--- src/rtl/merge_2.sv ---
// Two-to-one stream merger: burst-limited round-robin arbiter feeding a single
// registered output stage that tags each word with its source index.
module merge_2 #(
    parameter int N     = 8,
    parameter int BURST = 4
) (
    input  logic         clk_i,
    input  logic         rst_n_i,
    input  logic [N-1:0] data1_i,
    input  logic         valid1_i,
    output logic         ready1_o,
    input  logic [N-1:0] data2_i,
    input  logic         valid2_i,
    output logic         ready2_o,
    output logic [N-1:0] data_o,
    output logic         valid_o,
    output logic         src_o,
    input  logic         ready_i
);
    localparam int              CW      = $clog2(BURST + 1);
    localparam logic [CW-1:0]   BURST_C = CW'(BURST);

    typedef enum logic {
        SRC1 = 1'b0,
        SRC2 = 1'b1
    } src_e;

    // Handshake: a word moves on a rising edge when its valid and ready are both
    // high in that cycle; ready depends combinationally on valid and ready_i,
    // and the sources must not make valid depend on ready.
    src_e          r_owner;
    logic [CW-1:0] r_cnt;
    logic [N-1:0]  r_data;
    logic          r_valid;
    logic          r_src;

    src_e          w_owner_nxt;
    src_e          w_other;
    src_e          w_gnt_src;
    logic [CW-1:0] w_cnt_nxt;
    logic          w_out_free;
    logic          w_own_valid;
    logic          w_oth_valid;
    logic          w_gnt;
    logic [N-1:0]  w_gnt_data;

    assign w_out_free  = !r_valid || ready_i;
    assign w_other     = (r_owner == SRC1) ? SRC2 : SRC1;
    assign w_own_valid = (r_owner == SRC2) ? valid2_i : valid1_i;
    assign w_oth_valid = (r_owner == SRC2) ? valid1_i : valid2_i;

    always_comb begin
        w_gnt       = 1'b0;
        w_gnt_src   = r_owner;
        w_owner_nxt = r_owner;
        w_cnt_nxt   = r_cnt;
        if (w_own_valid && (r_cnt < BURST_C)) begin
            w_gnt     = 1'b1;
            w_cnt_nxt = r_cnt + CW'(1);
        end else if (w_oth_valid) begin
            w_gnt       = 1'b1;
            w_gnt_src   = w_other;
            w_owner_nxt = w_other;
            w_cnt_nxt   = CW'(1);
        end else if (w_own_valid) begin
            // Burst exhausted but the other side is idle: restart without a bubble.
            w_gnt     = 1'b1;
            w_cnt_nxt = CW'(1);
        end else begin
            w_cnt_nxt = '0;
        end
    end

    assign w_gnt_data = (w_gnt_src == SRC2) ? data2_i : data1_i;
    assign ready1_o   = w_out_free && w_gnt && (w_gnt_src == SRC1);
    assign ready2_o   = w_out_free && w_gnt && (w_gnt_src == SRC2);

    always_ff @(posedge clk_i or negedge rst_n_i) begin
        if (!rst_n_i) begin
            r_owner <= SRC1;
            r_cnt   <= '0;
            r_data  <= '0;
            r_valid <= 1'b0;
            r_src   <= 1'b0;
        end else if (w_out_free) begin
            r_owner <= w_owner_nxt;
            r_cnt   <= w_cnt_nxt;
            r_valid <= w_gnt;
            if (w_gnt) begin
                r_data <= w_gnt_data;
                r_src  <= (w_gnt_src == SRC2);
            end
        end
    end

    assign data_o  = r_data;
    assign valid_o = r_valid;
    assign src_o   = r_src;

endmodule

--- config.mk ---
export PLATFORM = sky130hd
export DESIGN_NAME = merge_2
export DESIGN_NICKNAME = d
export VERILOG_FILES = /design/src/rtl/merge_2.sv
export SDC_FILE = /design/constraint.sdc
export NUM_CORES = 1
export LEC_CHECK = 0
export ABC_CLOCK_PERIOD_IN_PS = 4660
export CORE_MARGIN = 2
export CORE_UTILIZATION = 44
export CTS_CLUSTER_SIZE = 10
export DETAILED_ROUTE_END_ITERATION = 10
export PLACE_DENSITY_LB_ADDON = 0.12
export SLEW_MARGIN = 30
export SYNTH_ARGS = -nofsm -noshare
export SYNTH_HDL_FRONTEND = slang
export SYNTH_SLANG_ARGS = --single-unit
--- constraint.sdc ---
create_clock -name clk_i -period 4.66 [get_ports clk_i]
set_clock_uncertainty 0.2 [all_clocks]
set_input_delay 0.932 -clock clk_i [delete_from_list [all_inputs] [get_ports clk_i]]
set_output_delay 0.932 -clock clk_i [all_outputs]
set_load 0.02 [all_outputs]
==> impl_metrics.ini <==
[clock_tree]
tritoncts = done
clk_pin_slew_ns = 0.08
cts_inserted_buffers = 3
cts.sink_count = 14
clock_latency_ns = 0.28
h-tree-depth = 1
ctsLongestPathBuffers = 2
post_cts.repair.setup_buffers = 0
cts.hold.buffers_added = 0
cts-resized-gates = 0
root_buffer = clkbuf_4

[synth]
ys_ff_latch = 14
synthAdderAreaFrac = 0.0157
syn-cell-area_um2 = 798
yosys.area.top_type = dfrtp_1
yosys-top-cells-area = dfrtp_1, a31o_1, o21bai_1
ys_seq_area_frac = 0.439
synth_top_family_by_area = simple AND/OR/NAND/NOR gates
synthSimpleGateAreaFrac = 0.248
synthMuxAreaShare = 0.0125
synth_nets = 98
synth-compound-area-share = 0.248
synth_area_per_cell_um2 = 10.5
synth_top_area_share = 0.439
yosysWarnings = 0
synthXorXnorAreaFrac = 0
synthCells = 76
yosysUniqueCellTypes = 24

[power_and_ir_drop]
pwr-share-seq = 0.399
p_per_area_nw_per_um2 = 339
intPower_uw = 271
p_leak_uw = 0.000492
switchingPower_uw = 123
comb_power_share = 0.376
power_frac_clock = 0.225
swShare = 0.313
finalPower_uw = 394
ir_drop_v = 0.000204

[placed_design]
gp_congestion = 0.802
place_ws_ns = 0.721
port_buffers = 32
hpwlAfterDp_um = 1230

[timing]
setup_slack_ns = 0.722
timing.final.crit_share = 0.845
rsz0062_at_grt = false
min_period_ns = 3.94
drv_slew = 0
hold_viol = 0
clock.fmax_mhz = 254
setup_tns_ns = 0
maxSlewHeadroom = 0.574
max_slew.worst_pin.slew_ns = 0.637
setup_viol_count_final = 0
whs_ns = 0.276

[worst_hold_path]
holdPathStages = 2
hold_path.class = reg2reg

[route]
wl_per_cell_um = 12.3
drc_errors = 0
routed_wl_um = 1660
postRouteAntennaNets = 0
vias = 689
drt_iter0_drc = 10
vias_per_cell = 5.10
drt-pass1-iter-count = 4

[setup_path]
cp.required_ns = 3.53
crit_path_max_fanout = 19
worstSetupPathType = in2out
rr_worst_depth = 4
timing.rr.end = data_o[5]
cp-endpoint = ready1_o
setup.worst_path.start = valid1_i
rr_startpoint = r_cnt[2]
rrSetupSlack_ns = 2.97
start_kind = primary input
endpoint_kind = output pin
arrival_ns = 2.81

[die]
die-area_um2 = 2170
io_pins = 33
num_rows = 15
coreArea_um2 = 1710
fp.dieW_um = 46.6
die_h_um = 46.6
initial_core_util = 0.467

[global_routing]
grt_use_total = 0.182
antenna_found_initial = 0
grt-ovfl-total = 0
grt_max_degree = 20
grt_pass1_vias = 633
grt_pass1_wl_um = 2710

[run_status]
outcome = completed

[final_layout]
multi_input_area_um2 = 418
area_growth_pct = 45.8
fill_cells = 147
regArea_um2 = 350
design.final.nets = 133
drive_above_1_share = 0.155
antennaDiodeCount = 0

[run]
drv_cap = 0
cells in the final DEF (no fill, tap or decap), drive strengths merged:
cell type      Yosys  final
clkbuf             0      4
and2               8      8
or3                8      8
a21oi              2      2
buf                3      1
o21ai              1      1
nor2               5      5
nor2b              1      1
nor3               1      1
mux2i              1      1
nand2b             2      2
o21bai             8      8
a31o               8      8
dfrtp             14     14
a21boi             1      1
o31ai              1      1
a21o               2      2
nand2              7      7
clkdlybuf4s50      0     32
nand3              2      2
ha                 1      1
Yosys cell counts:
master	instances
dfrtp_1	14
a31o_1	8
buf_4	1
nand3_1	2
a21oi_4	1
a21oi_1	1
a21boi_4	1
o21ai_1	1
nand2_1	6
nor2b_1	1
buf_6	2
nand2_2	1
nor3_2	1
nor2_1	5
nand2b_1	1
o31ai_1	1
a21o_1	2
and2_1	1
or3_1	8
mux2i_1	1
and2_2	7
ha_1	1
nand2b_2	1
o21bai_1	8
power groups by stage:
stage,clock network [uW],logic (uW),registers [uW]
final,88.8,148,157
after global placement,0,148,159
after global routing,96.7,162,160
after CTS,90.2,151,157
after floorplan,0,68.2,178
after detailed placement,0,150,160
worst max-delay path, stage by stage:
cell	delay (ns)
clkdlybuf4s50_1	0.56
nand2b_2	0.10
a21oi_4	0.40
nor2_1	0.10
nor2_1	0.11
clkdlybuf4s50_1	0.61
flip-flops by register name, indices dropped and copies added (netlist names):
register  flops
r_owner       1
r_cnt         3
data_o        8
src_o         1
valid_o       1
metal layers:
metal / vias to the layer above / global-route usage / share of wire
met4: 0 / 0.103 / 0.024
li1: 343 / - / -
met2: 24 / 0.292 / 0.44
met5: - / 0 / 0
met1: 317 / 0.226 / 0.48
met3: 5 / 0.0353 / 0.058
worst min-delay path by stage:
stage | startpoint | endpoint | slack [ns]
global placement | r_cnt[1] | r_cnt[1] | 0.26
finish | r_cnt[1] | r_cnt[1] | 0.28
CTS | r_cnt[1] | r_cnt[1] | 0.28
floorplan | r_cnt[1] | r_cnt[1] | 0.24
global route | r_cnt[1] | r_cnt[1] | 0.31
detailed placement | r_cnt[1] | r_cnt[1] | 0.26
logic make-up after synthesis:
group,Yosys count
fa+ha+maj,1
buf+inv,3
compound gates,23
mux,1
flops,14
simple gates,34
through the flow:
| step | utilization | cell area, um2 | std cells |
|---|---|---|---|
| after floorplan | - | 798 | 76 |
| after global placement | 0.660 | 1130 | 131 |
| after detailed placement | 0.660 | 1130 | 131 |
| after CTS | 0.681 | 1160 | 135 |
| after global routing | 0.681 | 1160 | 135 |
| final | 0.681 | 1160 | 135 |
final cells by class:
class,count,area share
Clock buffer,4,0.0312
Timing Repair Buffer,33,0.282
Multi-Input combinational cell,59,0.359
Sequential cell,14,0.301
Tap cell,25,0.0269
Note: power is estimated with default switching activity, not from simulation.
